<file path="src/rtl/ysyx_22040759_mem_arbiter_if.sv">
// Bus bundle between the memory arbiter, its two requesters (IF, LSU) and the AXI read/write engines.
// Handshakes: a request stays high until its done pulse. The arbiter answers each grant with exactly
// one addr_valid start pulse to an engine. The engine answers with one data_valid pulse when it finishes.
interface ysyx_22040759_mem_arbiter_if #(
  parameter int ADDR_W = 64,
  parameter int DATA_W = 64
);
  logic              if_req_i;
  logic [ADDR_W-1:0] if_addr_i;
  logic [2:0]        if_size_i;
  logic              if_done_o;
  logic [DATA_W-1:0] if_rdata_o;
  logic              if_err_o;

  logic              lsu_req_i;
  logic              lsu_wen_i;
  logic [ADDR_W-1:0] lsu_addr_i;
  logic [2:0]        lsu_size_i;
  logic [DATA_W-1:0] lsu_wdata_i;
  logic              lsu_done_o;
  logic [DATA_W-1:0] lsu_rdata_o;
  logic              lsu_err_o;

  logic              rd_addr_valid_o;
  logic [ADDR_W-1:0] rd_addr_o;
  logic [2:0]        rd_size_o;
  logic              rd_data_valid_i;
  logic [DATA_W-1:0] rd_data_i;

  logic              wr_addr_valid_o;
  logic [ADDR_W-1:0] wr_addr_o;
  logic [2:0]        wr_size_o;
  logic [DATA_W-1:0] wr_data_o;
  logic              wr_data_valid_i;

  logic [2:0]        dbg_state;

  // master: the arbiter itself; slave: requesters and engines around it
  modport master (
    input  if_req_i, if_addr_i, if_size_i,
    output if_done_o, if_rdata_o, if_err_o,
    input  lsu_req_i, lsu_wen_i, lsu_addr_i, lsu_size_i, lsu_wdata_i,
    output lsu_done_o, lsu_rdata_o, lsu_err_o,
    output rd_addr_valid_o, rd_addr_o, rd_size_o,
    input  rd_data_valid_i, rd_data_i,
    output wr_addr_valid_o, wr_addr_o, wr_size_o, wr_data_o,
    input  wr_data_valid_i,
    output dbg_state
  );

  modport slave (
    output if_req_i, if_addr_i, if_size_i,
    input  if_done_o, if_rdata_o, if_err_o,
    output lsu_req_i, lsu_wen_i, lsu_addr_i, lsu_size_i, lsu_wdata_i,
    input  lsu_done_o, lsu_rdata_o, lsu_err_o,
    input  rd_addr_valid_o, rd_addr_o, rd_size_o,
    output rd_data_valid_i, rd_data_i,
    input  wr_addr_valid_o, wr_addr_o, wr_size_o, wr_data_o,
    output wr_data_valid_i,
    input  dbg_state
  );
endinterface

</file>
<file path="src/rtl/ysyx_22040759_mem_arbiter.sv">
// Round-robin arbiter sharing one AXI read engine and one write engine between IF and LSU.
// One transaction per grant; a stalled engine is aborted after TIMEOUT wait cycles.
module ysyx_22040759_mem_arbiter #(
  parameter int ADDR_W  = 64,
  parameter int DATA_W  = 64,
  parameter int TIMEOUT = 256,
  parameter int CNT_W   = $clog2(TIMEOUT)
) (
  input logic clk,
  input logic rst_n,
  ysyx_22040759_mem_arbiter_if.master bus
);
  localparam logic [2:0] S_IDLE     = 3'd0;
  localparam logic [2:0] S_RD_ISSUE = 3'd1;
  localparam logic [2:0] S_RD_WAIT  = 3'd2;
  localparam logic [2:0] S_WR_ISSUE = 3'd3;
  localparam logic [2:0] S_WR_WAIT  = 3'd4;
  localparam logic [2:0] S_RESP     = 3'd5;

  localparam logic OWN_IF  = 1'b0;
  localparam logic OWN_LSU = 1'b1;
  localparam logic [CNT_W-1:0] CNT_LAST = CNT_W'(TIMEOUT - 1);

  logic [2:0]        state;
  logic              owner;
  logic              last_grant;
  logic [CNT_W-1:0]  cnt;

  logic              rd_start;
  logic [ADDR_W-1:0] rd_addr;
  logic [2:0]        rd_size;
  logic              wr_start;
  logic [ADDR_W-1:0] wr_addr;
  logic [2:0]        wr_size;
  logic [DATA_W-1:0] wr_data;

  logic              if_done;
  logic              if_err;
  logic [DATA_W-1:0] if_rdata;
  logic              lsu_done;
  logic              lsu_err;
  logic [DATA_W-1:0] lsu_rdata;

  logic              any_req;
  logic              grant_lsu;
  logic              fire;
  logic              fire_err;
  logic [DATA_W-1:0] fire_data;

  assign any_req   = bus.if_req_i | bus.lsu_req_i;
  // On a tie the requester that was not served last wins.
  assign grant_lsu = bus.lsu_req_i & (~bus.if_req_i | (last_grant == OWN_IF));

  always_comb begin
    fire      = 1'b0;
    fire_err  = 1'b0;
    fire_data = '0;
    if (state == S_RD_WAIT) begin
      if (bus.rd_data_valid_i) begin
        fire      = 1'b1;
        fire_data = bus.rd_data_i;
      end else if (cnt == CNT_LAST) begin
        fire     = 1'b1;
        fire_err = 1'b1;
      end
    end else if (state == S_WR_WAIT) begin
      if (bus.wr_data_valid_i) begin
        fire = 1'b1;
      end else if (cnt == CNT_LAST) begin
        fire     = 1'b1;
        fire_err = 1'b1;
      end
    end
  end

  always_ff @(posedge clk or negedge rst_n) begin
    if (!rst_n) begin
      state      <= S_IDLE;
      owner      <= OWN_IF;
      last_grant <= OWN_LSU;
      cnt        <= '0;
      rd_start   <= 1'b0;
      rd_addr    <= '0;
      rd_size    <= '0;
      wr_start   <= 1'b0;
      wr_addr    <= '0;
      wr_size    <= '0;
      wr_data    <= '0;
      if_done    <= 1'b0;
      if_err     <= 1'b0;
      if_rdata   <= '0;
      lsu_done   <= 1'b0;
      lsu_err    <= 1'b0;
      lsu_rdata  <= '0;
    end else begin
      rd_start <= 1'b0;
      wr_start <= 1'b0;
      if_done  <= 1'b0;
      lsu_done <= 1'b0;
      case (state)
        S_IDLE: begin
          if (any_req) begin
            owner <= grant_lsu ? OWN_LSU : OWN_IF;
            if (grant_lsu && bus.lsu_wen_i) begin
              wr_addr  <= bus.lsu_addr_i;
              wr_size  <= bus.lsu_size_i;
              wr_data  <= bus.lsu_wdata_i;
              wr_start <= 1'b1;
              state    <= S_WR_ISSUE;
            end else begin
              rd_addr  <= grant_lsu ? bus.lsu_addr_i : bus.if_addr_i;
              rd_size  <= grant_lsu ? bus.lsu_size_i : bus.if_size_i;
              rd_start <= 1'b1;
              state    <= S_RD_ISSUE;
            end
          end
        end
        S_RD_ISSUE: begin
          cnt   <= '0;
          state <= S_RD_WAIT;
        end
        S_WR_ISSUE: begin
          cnt   <= '0;
          state <= S_WR_WAIT;
        end
        S_RD_WAIT, S_WR_WAIT: begin
          if (fire) begin
            state <= S_RESP;
            if (owner == OWN_LSU) begin
              lsu_done  <= 1'b1;
              lsu_err   <= fire_err;
              lsu_rdata <= fire_data;
            end else begin
              if_done  <= 1'b1;
              if_err   <= fire_err;
              if_rdata <= fire_data;
            end
          end else begin
            cnt <= cnt + CNT_W'(1);
          end
        end
        S_RESP: begin
          last_grant <= owner;
          state      <= S_IDLE;
        end
        default: state <= S_IDLE;
      endcase
    end
  end

  assign bus.if_done_o       = if_done;
  assign bus.if_err_o        = if_err;
  assign bus.if_rdata_o      = if_rdata;
  assign bus.lsu_done_o      = lsu_done;
  assign bus.lsu_err_o       = lsu_err;
  assign bus.lsu_rdata_o     = lsu_rdata;
  assign bus.rd_addr_valid_o = rd_start;
  assign bus.rd_addr_o       = rd_addr;
  assign bus.rd_size_o       = rd_size;
  assign bus.wr_addr_valid_o = wr_start;
  assign bus.wr_addr_o       = wr_addr;
  assign bus.wr_size_o       = wr_size;
  assign bus.wr_data_o       = wr_data;
  assign bus.dbg_state       = state;
endmodule
</file>
<file path="src/flat_wrapper.sv">
// flat-port wrapper written by rule: the top's interface ports become plain ports
module ysyx_22040759_mem_arbiter_flat 
#(
  parameter int ADDR_W  = 64,
  parameter int DATA_W  = 64,
  parameter int TIMEOUT = 256,
  parameter int CNT_W   = $clog2(TIMEOUT)
)
  (clk, rst_n, bus_if_req_i, bus_if_addr_i, bus_if_size_i, bus_if_done_o, bus_if_rdata_o, bus_if_err_o, bus_lsu_req_i, bus_lsu_wen_i, bus_lsu_addr_i, bus_lsu_size_i, bus_lsu_wdata_i, bus_lsu_done_o, bus_lsu_rdata_o, bus_lsu_err_o, bus_rd_addr_valid_o, bus_rd_addr_o, bus_rd_size_o, bus_rd_data_valid_i, bus_rd_data_i, bus_wr_addr_valid_o, bus_wr_addr_o, bus_wr_size_o, bus_wr_data_o, bus_wr_data_valid_i, bus_dbg_state);
  ysyx_22040759_mem_arbiter_if #(.ADDR_W(ADDR_W), .DATA_W(DATA_W)) bus_i ();
  input logic clk;
  input logic rst_n;
  input wire logic [$bits(bus_i.if_req_i)-1:0] bus_if_req_i;
  input wire logic [$bits(bus_i.if_addr_i)-1:0] bus_if_addr_i;
  input wire logic [$bits(bus_i.if_size_i)-1:0] bus_if_size_i;
  output wire logic [$bits(bus_i.if_done_o)-1:0] bus_if_done_o;
  output wire logic [$bits(bus_i.if_rdata_o)-1:0] bus_if_rdata_o;
  output wire logic [$bits(bus_i.if_err_o)-1:0] bus_if_err_o;
  input wire logic [$bits(bus_i.lsu_req_i)-1:0] bus_lsu_req_i;
  input wire logic [$bits(bus_i.lsu_wen_i)-1:0] bus_lsu_wen_i;
  input wire logic [$bits(bus_i.lsu_addr_i)-1:0] bus_lsu_addr_i;
  input wire logic [$bits(bus_i.lsu_size_i)-1:0] bus_lsu_size_i;
  input wire logic [$bits(bus_i.lsu_wdata_i)-1:0] bus_lsu_wdata_i;
  output wire logic [$bits(bus_i.lsu_done_o)-1:0] bus_lsu_done_o;
  output wire logic [$bits(bus_i.lsu_rdata_o)-1:0] bus_lsu_rdata_o;
  output wire logic [$bits(bus_i.lsu_err_o)-1:0] bus_lsu_err_o;
  output wire logic [$bits(bus_i.rd_addr_valid_o)-1:0] bus_rd_addr_valid_o;
  output wire logic [$bits(bus_i.rd_addr_o)-1:0] bus_rd_addr_o;
  output wire logic [$bits(bus_i.rd_size_o)-1:0] bus_rd_size_o;
  input wire logic [$bits(bus_i.rd_data_valid_i)-1:0] bus_rd_data_valid_i;
  input wire logic [$bits(bus_i.rd_data_i)-1:0] bus_rd_data_i;
  output wire logic [$bits(bus_i.wr_addr_valid_o)-1:0] bus_wr_addr_valid_o;
  output wire logic [$bits(bus_i.wr_addr_o)-1:0] bus_wr_addr_o;
  output wire logic [$bits(bus_i.wr_size_o)-1:0] bus_wr_size_o;
  output wire logic [$bits(bus_i.wr_data_o)-1:0] bus_wr_data_o;
  input wire logic [$bits(bus_i.wr_data_valid_i)-1:0] bus_wr_data_valid_i;
  output wire logic [$bits(bus_i.dbg_state)-1:0] bus_dbg_state;
  assign bus_i.if_req_i = bus_if_req_i;
  assign bus_i.if_addr_i = bus_if_addr_i;
  assign bus_i.if_size_i = bus_if_size_i;
  assign bus_if_done_o = bus_i.if_done_o;
  assign bus_if_rdata_o = bus_i.if_rdata_o;
  assign bus_if_err_o = bus_i.if_err_o;
  assign bus_i.lsu_req_i = bus_lsu_req_i;
  assign bus_i.lsu_wen_i = bus_lsu_wen_i;
  assign bus_i.lsu_addr_i = bus_lsu_addr_i;
  assign bus_i.lsu_size_i = bus_lsu_size_i;
  assign bus_i.lsu_wdata_i = bus_lsu_wdata_i;
  assign bus_lsu_done_o = bus_i.lsu_done_o;
  assign bus_lsu_rdata_o = bus_i.lsu_rdata_o;
  assign bus_lsu_err_o = bus_i.lsu_err_o;
  assign bus_rd_addr_valid_o = bus_i.rd_addr_valid_o;
  assign bus_rd_addr_o = bus_i.rd_addr_o;
  assign bus_rd_size_o = bus_i.rd_size_o;
  assign bus_i.rd_data_valid_i = bus_rd_data_valid_i;
  assign bus_i.rd_data_i = bus_rd_data_i;
  assign bus_wr_addr_valid_o = bus_i.wr_addr_valid_o;
  assign bus_wr_addr_o = bus_i.wr_addr_o;
  assign bus_wr_size_o = bus_i.wr_size_o;
  assign bus_wr_data_o = bus_i.wr_data_o;
  assign bus_i.wr_data_valid_i = bus_wr_data_valid_i;
  assign bus_dbg_state = bus_i.dbg_state;
  ysyx_22040759_mem_arbiter #(.ADDR_W(ADDR_W), .DATA_W(DATA_W), .TIMEOUT(TIMEOUT), .CNT_W(CNT_W)) u_core (.clk(clk), .rst_n(rst_n), .bus(bus_i));
endmodule
</file>
<file path="config.mk">
export PLATFORM = sky130hd
export DESIGN_NAME = ysyx_22040759_mem_arbiter_flat
export DESIGN_NICKNAME = d
export VERILOG_FILES = /design/src/rtl/ysyx_22040759_mem_arbiter_if.sv /design/src/rtl/ysyx_22040759_mem_arbiter.sv /design/src/flat_wrapper.sv
export SDC_FILE = /design/constraint.sdc
export NUM_CORES = 1
export LEC_CHECK = 0
export ABC_AREA = 1
export ABC_CLOCK_PERIOD_IN_PS = 2300
export BUFFER_PORTS_ARGS = -buffer_cell sky130_fd_sc_hd__buf_4
export CORE_AREA = 2 2 238 240
export DETAILED_ROUTE_END_ITERATION = 8
export DIE_AREA = 0 0 240 242
export PLACE_DENSITY_LB_ADDON = 0.2
export SLEW_MARGIN = 20
export SYNTH_ARGS = -nofsm -noshare
export SYNTH_HDL_FRONTEND = slang
export SYNTH_SLANG_ARGS = --single-unit
</file>
<file path="constraint.sdc">
create_clock -name clk -period 2.3 [get_ports clk]
set_input_delay 0.23 -clock clk [delete_from_list [all_inputs] [get_ports clk]]
set_output_delay 0.23 -clock clk [all_outputs]
set_load 0.1 [all_outputs]
</file>
==> After elaboration in Yosys (flattened, before gate mapping) <==
Index checks and enable logic that the tools add are counted.
{ "word_totals": {"word_cells": 78, "out_inout_bits": 335, "latch_bits": 0, "inputBits": 269, "register_bits": 345, "n_memories": 0, "ramBits": 0, "mem_bits_ro": 0} }
{ "op_classes": {"n_bitwise": 7, "mul": 0, "reduce_logical": 12, "div_mod_pow": 0, "add_sub_neg": 1, "n_eq_ne": 9, "mux": 32, "n_lt_le_gt_ge": 0, "shift": 0} }
{ "ops": {"columns": ["operator", "count"], "rows": [
  ["2-to-1 mux 64 bit", 3],
  ["2-to-1 mux 1 bit", 22],
  ["one-hot mux 8 bit (2 select lines)", 1],
  ["one-hot mux 3 bit (4 select lines)", 1],
  ["AND reduction 3 bit", 4],
  ["2-to-1 mux 3 bit", 3],
  ["adder 8 x 1 -> 8 bit (second input constant)", 1],
  ["equality test 8 bit (second input constant)", 1],
  ["2-to-1 mux 8 bit", 1],
  ["equality test 3 x 2 -> 1 bit (second input constant)", 2],
  ["equality test 3 bit (second input constant)", 2],
  ["AND reduction 2 bit", 3],
  ["!= test 2 x 1 -> 1 bit (second input constant)", 2],
  ["NOT 1 bit", 4],
  ["OR reduction 2 bit", 2],
  ["equality test 3 x 1 -> 1 bit (second input constant)", 1],
  ["zero test 3 bit", 1],
  ["2-to-1 mux 2 bit", 1],
  ["!= test 2 bit (second input constant)", 1],
  ["OR 1 bit", 2],
  ["nonzero test 2 bit", 1],
  ["bitwise AND 1 bit", 1],
  ["logical AND 1 bit", 1]
]} }

==> Longest topological paths before layout <==
Gate-level depths: netlist of run 1.
{ "depth": {"depth_word": 7, "mapped_depth": 10, "ltp_nobuf": 8} }

==> Worst setup path before layout of run 1 <==
No wires, ideal clock.
{ "synth_timing": {"kind": "register to register", "start": "reg u_core.state[0], in the netlist u_core.bus.dbg_state[0]", "end": "reg u_core.if_rdata[33], in the netlist u_core.bus.if_rdata_o[33]", "required_ns": 2.178, "n_path_buf": 2, "setup_time_ns": 0.122, "path_stages_with_launch": 8, "arrival_time_ns": 1.990, "path_slack_ns": 0.188, "cell_sequence": "dfrtp_1 -> nor2_1 -> nand2_1 -> buf_2 -> buf_1 -> nor2_1 -> nand4_1 -> nand2_1"} }
{ "synth_via": {"elab_chain_cells": 4, "elab_cells_between_ends": 7, "cone_classes": "eq/ne: 2; mux: 3; reduce/logical: 2"} }
{ "synth_rtl": {"columns": ["item", "line_no", "rtl"], "rows": [
  ["from (decl)", "ysyx_22040759_mem_arbiter.sv:24", "logic [2:0] state;"],
  ["from (signal assigned)", "ysyx_22040759_mem_arbiter.sv:78", "state <= S_IDLE;"],
  ["from (signal assigned)", "ysyx_22040759_mem_arbiter.sv:109", "state <= S_WR_ISSUE;"],
  ["from (signal assigned)", "ysyx_22040759_mem_arbiter.sv:114", "state <= S_RD_ISSUE;"],
  ["equality test 3 bit", "ysyx_22040759_mem_arbiter.sv:66, ysyx_22040759_mem_arbiter.sv:100", null],
  ["2-to-1 mux 1 bit", "ysyx_22040759_mem_arbiter.sv:66", "end else if (state == S_WR_WAIT) begin"],
  ["2-to-1 mux 1 bit", "ysyx_22040759_mem_arbiter.sv:58", "if (state == S_RD_WAIT) begin"],
  ["AND reduction 3 bit (no source line)", null, null],
  ["to (signal assigned)", "ysyx_22040759_mem_arbiter.sv:136", "if_rdata <= fire_data;"],
  ["to (decl)", "ysyx_22040759_mem_arbiter.sv:39", "logic [DATA_W-1:0] if_rdata;"]
]} }
Parallel ways exist; a longest one is shown, timed or not.
A chain may end at the register's enable or synchronous reset.

==> Worst setup path after layout of run 1 <==
{ "layout_timing": {"start": "reg u_core.cnt[0]", "end": "reg u_core.lsu_rdata[29], in the netlist u_core.bus.lsu_rdata_o[29]"} }
{ "layout_via": {"elab_chain_cells": 6, "elab_cells_between_ends": 7, "cone_classes": "eq/ne: 1; mux: 5; reduce/logical: 1"} }
{ "layout_rtl": {"columns": ["item", "line_no", "rtl"], "rows": [
  ["from (decl)", "ysyx_22040759_mem_arbiter.sv:27", "logic [CNT_W-1:0] cnt;"],
  ["from (signal assigned)", "ysyx_22040759_mem_arbiter.sv:139", "cnt <= cnt + CNT_W'(1);"],
  ["equality test 8 bit *", "ysyx_22040759_mem_arbiter.sv:62, ysyx_22040759_mem_arbiter.sv:69", null],
  ["2-to-1 mux 1 bit *", "ysyx_22040759_mem_arbiter.sv:62, ysyx_22040759_mem_arbiter.sv:69", null],
  ["2-to-1 mux 1 bit", "ysyx_22040759_mem_arbiter.sv:67", "if (bus.wr_data_valid_i) begin"],
  ["2-to-1 mux 1 bit", "ysyx_22040759_mem_arbiter.sv:66", null],
  ["2-to-1 mux 1 bit *", "ysyx_22040759_mem_arbiter.sv:58", null],
  ["AND reduction 3 bit (no source line) *", null, null],
  ["to (signal assigned)", "ysyx_22040759_mem_arbiter.sv:132", "lsu_rdata <= fire_data;"],
  ["to (decl)", "ysyx_22040759_mem_arbiter.sv:42", "logic [DATA_W-1:0] lsu_rdata;"]
]} }
Every way passes the cells marked *; elsewhere a longest branch is shown, timed or not.

==> reports/metrics.yaml, run 1 <==
cts_made_buffers: 43
syn_to_final_growth_pct: 54.7
die-area_um2: 58100
grt_pass1_wl_mm: 93.5
ctsLongestPathBuffers: 3
wl_per_cell_um: 17.9
fin_nets: 2914
worst_pin_slew_ns: 0.871
path_cells: "ha_1 -> nand2_1 -> nor2_1 -> nand2_1 -> nand2_4 -> buf_12 -> nand4_1 -> nand2_1"
grt_pass1_vias: 16300
tns_ns: 0
start_util_pct: 27.7
pre_cts_ws_ns: 0.280
hold_path_depth: 5
syn-cell-area_um2: 15400
hold_viol: 0
fin_crit_ns: 2.04
cts_resized: 0
worstReg2RegStart: "u_core.cnt[0]$_DFFE_PN0P_"
cts.htree.levels: 2
post_cts_buffers: 0
die-height_um: 242
crit_start: "u_core.cnt[0]$_DFFE_PN0P_"
via_per_inst: 4.59
place_congestion: 0.855
setup_viol_count_final: 0
timing.critical_path.mode_cell: "nand2_1"
syn_nets: 2183
dpl_cell_area_um2: 20600
ys_seq_elements: 345
fmax_mhz: 490
synthArstFlopShare_pct: 100
drc: 0
timing.final.crit_share_pct: 88.7
io_buffers: 603
final_util_pct: 42.8
cp-endpoint: "u_core.bus.lsu_rdata_o[29]$_DFFE_PN0P_"
path_buf_inv: 1
cts_sinks: 345
drt-initial-drc-count: 1029
hold_path.class: "in -> reg"
final_area_um2: 23800
fill_cells: 5605
critPathMaxStageDelay_ns: 0.43
rsz0062_at_grt: "no"
grt_util_all_layers_pct: 20.5
reg2reg_setup_slack_ns: 0.26
grt_max_degree: 99
netlist_instances: 1913
critPathKind: "reg -> reg"
slew_headroom_pct: 41.9
first_pass_iters: 6
cp.depth: 8
rows: 87
critical_path_arrival_ns: 2.52
dp_hpwl_mm: 41.9
worstReg2RegEnd: "u_core.bus.lsu_rdata_o[29]$_DFFE_PN0P_"
r2r.worst_path.cells: 8
avgSynthCellArea_um2: 8.06
finClkSkew_ns: 0.0136
yosysWarningCount: 0
cts_tree: "built"
synth-edff-count: 0
io_pins: 604
wl_mm: 61.4
synth.lib_cells_used.distinct: 25
cts_root_buffer: "clkbuf_16"
drive_gt1_share_pct: 26.8
core-area_um2: 55700
grt_antenna_before_repair: 7
vias: 15800
cp_top_family: "simple AND/OR/NAND/NOR gates"
seq_area_frac_synth_pct: 56.0
worstSetupStartpointType: "flip-flop"
synth_ff_type: "dfrtp_1"
crit_path_end_kind: "flip-flop"
cp.required_ns: 2.78
cp_max_fo: 98
slowest_stage: "dfrtp_1"
drtAntennaViolNets: 0
cap_violations: 0
worst_slack_ns: 0.260
overflow: 0
status: "finished clean"
die_w_um: 240
report.final.slew_viol_count: 0
clk-insertion-delay-late_ns: 0.56
path_clk_slew_ns: 0.06
routing by layer:
layer  GRT usage (%)  up-vias  share of wire [%]
met3            6.77      139                8.8
met4            9.08        2                4.6
li1                -     7564                  -
met5               0        -              0.018
met2            33.5      594                 47
met1            24.4     7493                 39
cell usage after synthesis, types with 2 or more instances:
| master | n | area share [%] |
|---|---|---|
| a21oi_1 | 8 | 0.26 |
| buf_1 | 5 | 0.12 |
| buf_2 | 32 | 1.0 |
| buf_4 | 33 | 1.6 |
| buf_6 | 8 | 0.58 |
| clkbuf_1 | 63 | 1.5 |
| dfrtp_1 | 344 | 56 |
| inv_1 | 88 | 2.1 |
| inv_2 | 3 | 0.073 |
| nand2_1 | 884 | 22 |
| nand2_2 | 2 | 0.081 |
| nand3_1 | 16 | 0.52 |
| nand3_2 | 2 | 0.13 |
| nand4_1 | 131 | 5.3 |
| nor2_1 | 84 | 2.0 |
| nor3_1 | 2 | 0.065 |
| o21ai_0 | 147 | 4.8 |
| o21ai_1 | 54 | 1.8 |
worst min-delay path, stage by stage:
cell and delay [ns]:
buf_4 0.08, nand2_1 0.04, nand2_1 0.06, nand2_1 0.05, o21ai_1 0.08
state kept, by name, summed over array words and instances, names as in the netlist:
name,flops
u_core.bus.if_rdata_o,64
u_core.bus.rd_addr_valid_o,1
u_core.bus.dbg_state,3
u_core.bus.wr_size_o,3
u_core.bus.rd_size_o,3
u_core.bus.lsu_err_o,1
u_core.bus.lsu_rdata_o,64
u_core.owner,1
u_core.bus.if_done_o,1
u_core.bus.rd_addr_o,64
u_core.bus.wr_data_o,64
u_core.last_grant,1
u_core.bus.wr_addr_o,64
u_core.bus.lsu_done_o,1
u_core.bus.if_err_o,1
u_core.cnt,8
u_core.bus.wr_addr_valid_o,1
worst min path at each step:
stage                            startpoint                                     end  slack [ns]
after global placement                rst_n   u_core.bus.if_rdata_o[22]$_DFFE_PN0P_        0.20
final                     bus_if_addr_i[53]    u_core.bus.rd_addr_o[53]$_DFFE_PN0P_        0.03
after CTS                 bus_rd_data_i[48]  u_core.bus.lsu_rdata_o[48]$_DFFE_PN0P_       0.001
after global routing       bus_if_size_i[2]     u_core.bus.rd_size_o[2]$_DFFE_PN0P_        0.02
after detailed placement              rst_n    u_core.bus.if_rdata_o[2]$_DFFE_PN0P_        0.21
after floorplan                       rst_n     u_core.bus.dbg_state[0]$_DFFE_PN0P_       -0.07
logic make-up after synthesis:
group,Yosys count,share of synthesized area [%]
AOI/OAI and AO/OA,212,6.99
adders and majority gates,1,0.0812
buffers and inverters,232,7.10
DFF,345,56.0
and+or+nand+nor,1123,29.8
final cells by class:
| cell class | instances | area [um^2] | share of cell area [%] |
|---|---|---|---|
| clock buffers | 64 | 1210 | 5.06 |
| diodes | 6 | 15.0 | 0.0630 |
| clock inverters | 12 | 106 | 0.446 |
| well taps | 756 | 946 | 3.97 |
| flip-flops and latches | 345 | 8640 | 36.2 |
| repair buffers | 827 | 6870 | 28.8 |
| multi-input cells | 1336 | 5710 | 24.0 |
| inverters | 91 | 342 | 1.43 |
placed cells by master (no fill, tap or decap), types with 2 or more instances in the layout:
master,netlist,routed
dlygate4sd3_1,0,188
buf_12,0,15
clkinv_2,0,7
o21ai_0,147,147
clkbuf_16,0,44
nand4_1,131,131
nor2_1,84,83
dfrtp_1,344,343
nand2_4,1,4
diode_2,0,6
nand3_1,16,16
a21oi_1,8,8
nand3_2,2,2
inv_1,88,87
nand2_2,2,2
inv_2,3,4
clkbuf_1,63,17
o21ai_1,54,54
buf_4,33,623
clkbuf_8,0,3
nand2_1,884,881
inv_6,0,2
nor3_1,2,2
what timing repair did:
item                                   CTS  global route
hold buffers                           188             0
endpoints found under the hold margin  234             0
setup endpoints to repair                0             0
per-stage QoR:
stage | instances | hold slack (ns)
global placement | 3167 | 0.205
CTS | 3431 | 0.00101
detailed placement | 3167 | 0.208
floorplan | 1913 | -0.0656
finish | 3437 | 0.0262
global route | 3437 | 0.0210
Power of run 1 is left out: the tool's default activity adds up to more than one toggle a clock period on the data nets, which glitch-free logic cannot reach.
==> run 2, diff against run 1 <==
--- a/config.mk
+++ b/config.mk
@@ -5,12 +5,11 @@
 export SDC_FILE = /design/constraint.sdc
 export NUM_CORES = 1
 export LEC_CHECK = 0
-export ABC_AREA = 1
 export ABC_CLOCK_PERIOD_IN_PS = 2300
 export BUFFER_PORTS_ARGS = -buffer_cell sky130_fd_sc_hd__buf_4
-export CORE_AREA = 2 2 238 240
+export CORE_AREA = 2 2 236 238
 export DETAILED_ROUTE_END_ITERATION = 8
-export DIE_AREA = 0 0 240 242
+export DIE_AREA = 0 0 238 240
 export PLACE_DENSITY_LB_ADDON = 0.2
 export SLEW_MARGIN = 20
 export SYNTH_ARGS = -nofsm -noshare
==> reports/metrics.yaml, run 2 <==
status: "finished clean"
fin_cells: 2821  # -18%
cap_violations: 0  # unchanged
worstSetupStartpointType: "flip-flop"
vias: 12500  # -21%
clk-insertion-delay-late_ns: 0.55  # about the same
post-place-cells: 2491  # -21%
cts.htree.levels: 2  # unchanged
fin_crit_ns: 2.05  # +0.0121 ns
avgSynthCellArea_um2: 10.9  # +35%
hold_viol: 0  # unchanged
die-area_um2: 57100  # -1.7%
r2r.worst_path.cells: 5  # -3
wl_per_cell_um: 18.3  # +2.4%
via_per_inst: 4.42  # -3.7%
wl_mm: 51.5  # -16%
finClkSkew_ns: 0.0172  # +0.00366 ns
synth_most_common_cell: "nand2_1"
place_congestion: 0.799  # -6.6%
synth-edff-count: 0  # unchanged
ctsLongestPathBuffers: 3  # unchanged
overflow: 0  # unchanged
grt_antenna_before_repair: 3  # -4
fmax_mhz: 487  # -0.59%
slew_headroom_pct: 44.3  # +2.4 points
dp_hpwl_mm: 36.2  # -14%
synth.lib_cells_used.distinct: 41  # +64%
grt_pass1_wl_mm: 77.4  # -17%
drc: 0  # unchanged
hold_path.class: "in -> reg"
yosysWarningCount: 0  # unchanged
syn-cell-area_um2: 13400  # -13%
core-area_um2: 54700  # -1.9%
drt-initial-drc-count: 571  # -45%
path_clk_slew_ns: 0.06  # about the same
die-height_um: 240  # -0.83%
syn_to_final_growth_pct: 70.0
synthTopCellsByCount: "nand2_1, dfrtp_1, a22o_1"
seq_area_frac_synth_pct: 64.2  # +8.2 points
worstReg2RegStart: "u_core.bus.dbg_state[0]$_DFFE_PN0P_"
rsz0062_at_grt: "no"
io_pins: 604  # unchanged
fin_nets: 2357  # -19%
report.final.slew_viol_count: 0  # unchanged
cts_root_buffer: "clkbuf_16"
critical_path_arrival_ns: 2.53  # about the same
setup_viol_count_final: 0  # unchanged
post_cts_buffers: 0  # unchanged
syn_nets: 1502  # -31%
cts_sinks: 345  # unchanged
tns_ns: 0  # unchanged
hold_ws_ns: 0.0236  # -0.00260 ns
first_pass_iters: 5  # -1
netlist_instances: 1232  # -36%
worst_slack_ns: 0.248  # -0.0121 ns
grt_max_degree: 133  # +34%
grt_pass1_vias: 13100  # -19%
yosysTopAreaCell: "dfrtp_1"
cp_max_fo: 66  # -33%
worst_pin_slew_ns: 0.835  # -0.0357 ns
hold_end: "u_core.bus.rd_addr_o[47]$_DFFE_PN0P_"
worstReg2RegEnd: "u_core.bus.if_rdata_o[7]$_DFFE_PN0P_"
synth.top_cells.by_area: "dfrtp_1, nand2_1, a22o_1, mux2i_1, a21oi_1"
io_buffers: 603  # unchanged
final_cell_mix: "buf_4, nand2_1, dfrtp_1"
rows: 86  # -1.1%
pre_cts_ws_ns: 0.297  # +0.0167 ns
die_w_um: 238  # -0.83%
hold_path_depth: 3  # -2
timing.final.crit_share_pct: 89.2  # +0.53 points
grt_util_all_layers_pct: 17.4  # -3.1 points
cp.required_ns: 2.78  # about the same
start_util_pct: 24.6  # -3.1 points
drive_gt1_share_pct: 33.7  # +7.0 points
reg2reg_setup_slack_ns: 0.25  # about the same
drtAntennaViolNets: 0  # unchanged
ys_seq_elements: 345  # unchanged
worstHoldStart: "bus_if_addr_i[47]"
synthArstFlopShare_pct: 100  # unchanged
cts_tree: "built"
fill_cells: 5294  # -5.5%
final_common_cell: "buf_4"
synth_ff_type: "dfrtp_1"
critPathKind: "reg -> reg"
cts_made_buffers: 40  # -7.0%
crit_path_end_kind: "flip-flop"
synth_top_area_share_pct: 64.0  # +8.2 points
run 2: changes by cell type after synthesis, sizes merged, moves of 61 or more:
cell / change
nand2: -482
mux2i: +75
a22o: +128
nand4: -129
a21oi: +61
inv: -85
o21ai: -199
run 2: cell type report:
class	instances	area [um^2]	share of cell area, %
sequential	345	8640	37.8
timing repair buffer	895	7550	33.0
multi-input combinational	798	4400	19.3
clock buffer	58	1200	5.25
tap	704	881	3.86
clock inverter	11	144	0.630
inverter	7	28.8	0.126
antenna	3	7.51	0.0329
run 2: worst max-delay path by stage:
stage | startpoint | to | slack, ns | cells past startpoint
final | u_core.bus.dbg_state[0]$_DFFE_PN0P_ | u_core.bus.if_rdata_o[7]$_DFFE_PN0P_ | 0.25 | 5
after floorplan | u_core.bus.dbg_state[0]$_DFFE_PN0P_ | u_core.bus.rd_addr_o[10]$_DFFE_PN0P_ | 0.11 | 5
after detailed placement | u_core.cnt[0]$_DFFE_PN0P_ | u_core.bus.if_rdata_o[7]$_DFFE_PN0P_ | 0.30 | 6
after CTS | u_core.bus.dbg_state[0]$_DFFE_PN0P_ | u_core.bus.if_rdata_o[7]$_DFFE_PN0P_ | 0.26 | 5
after global routing | u_core.cnt[0]$_DFFE_PN0P_ | u_core.bus.if_rdata_o[26]$_DFFE_PN0P_ | 0.16 | 6
after global placement | u_core.cnt[0]$_DFFE_PN0P_ | u_core.bus.if_rdata_o[18]$_DFFE_PN0P_ | 0.33 | 6
run 2: logic make-up (layout without fill, tap and decap cells):
family	count (synthesis)	after routing	share of synthesized area [%]
AO/OA/AOI/OAI	213	213	11.9
AND/OR/NAND/NOR	507	507	14.8
other	0	3	0
multiplexers	76	76	5.67
adder cells (fa/ha/maj)	1	1	0.0931
buffers and inverters	89	971	3.31
flip-flops	345	345	64.2
XOR/XNOR	1	1	0.0652
run 2: repair_timing:
item                                   4_1_cts  5_1_grt
hold buffers                               258        0
gates resized for setup                      0        0
endpoints found under the hold margin      438        0
run 2: per-layer routing:
layer / global-route usage (%) / vias to the layer above / share of wire [%]
met5: 0 / - / 0
met4: 6.23 / 0 / 3.3
met3: 6.50 / 95 / 9.1
met2: 28.7 / 500 / 47
met1: 20.8 / 6026 / 40
li1: - / 5860 / -
run 2: critical path, cell delays in order (launching register included):
cell	delay, ns
dfrtp_1	0.48
or3b_1	0.45
a21o_1	0.29
o21ai_4	0.17
buf_12	0.29
a22o_1	0.22
run 2: stage by stage:
stage,utilization (%),cell area (um^2)
2_1_floorplan,-,13400
3_3_place_gp,34.6,18900
3_5_place_dp,34.6,18900
4_1_cts,41.8,22800
5_1_grt,41.8,22800
6_report,41.8,22800
Power of run 2 is left out for the same reason.
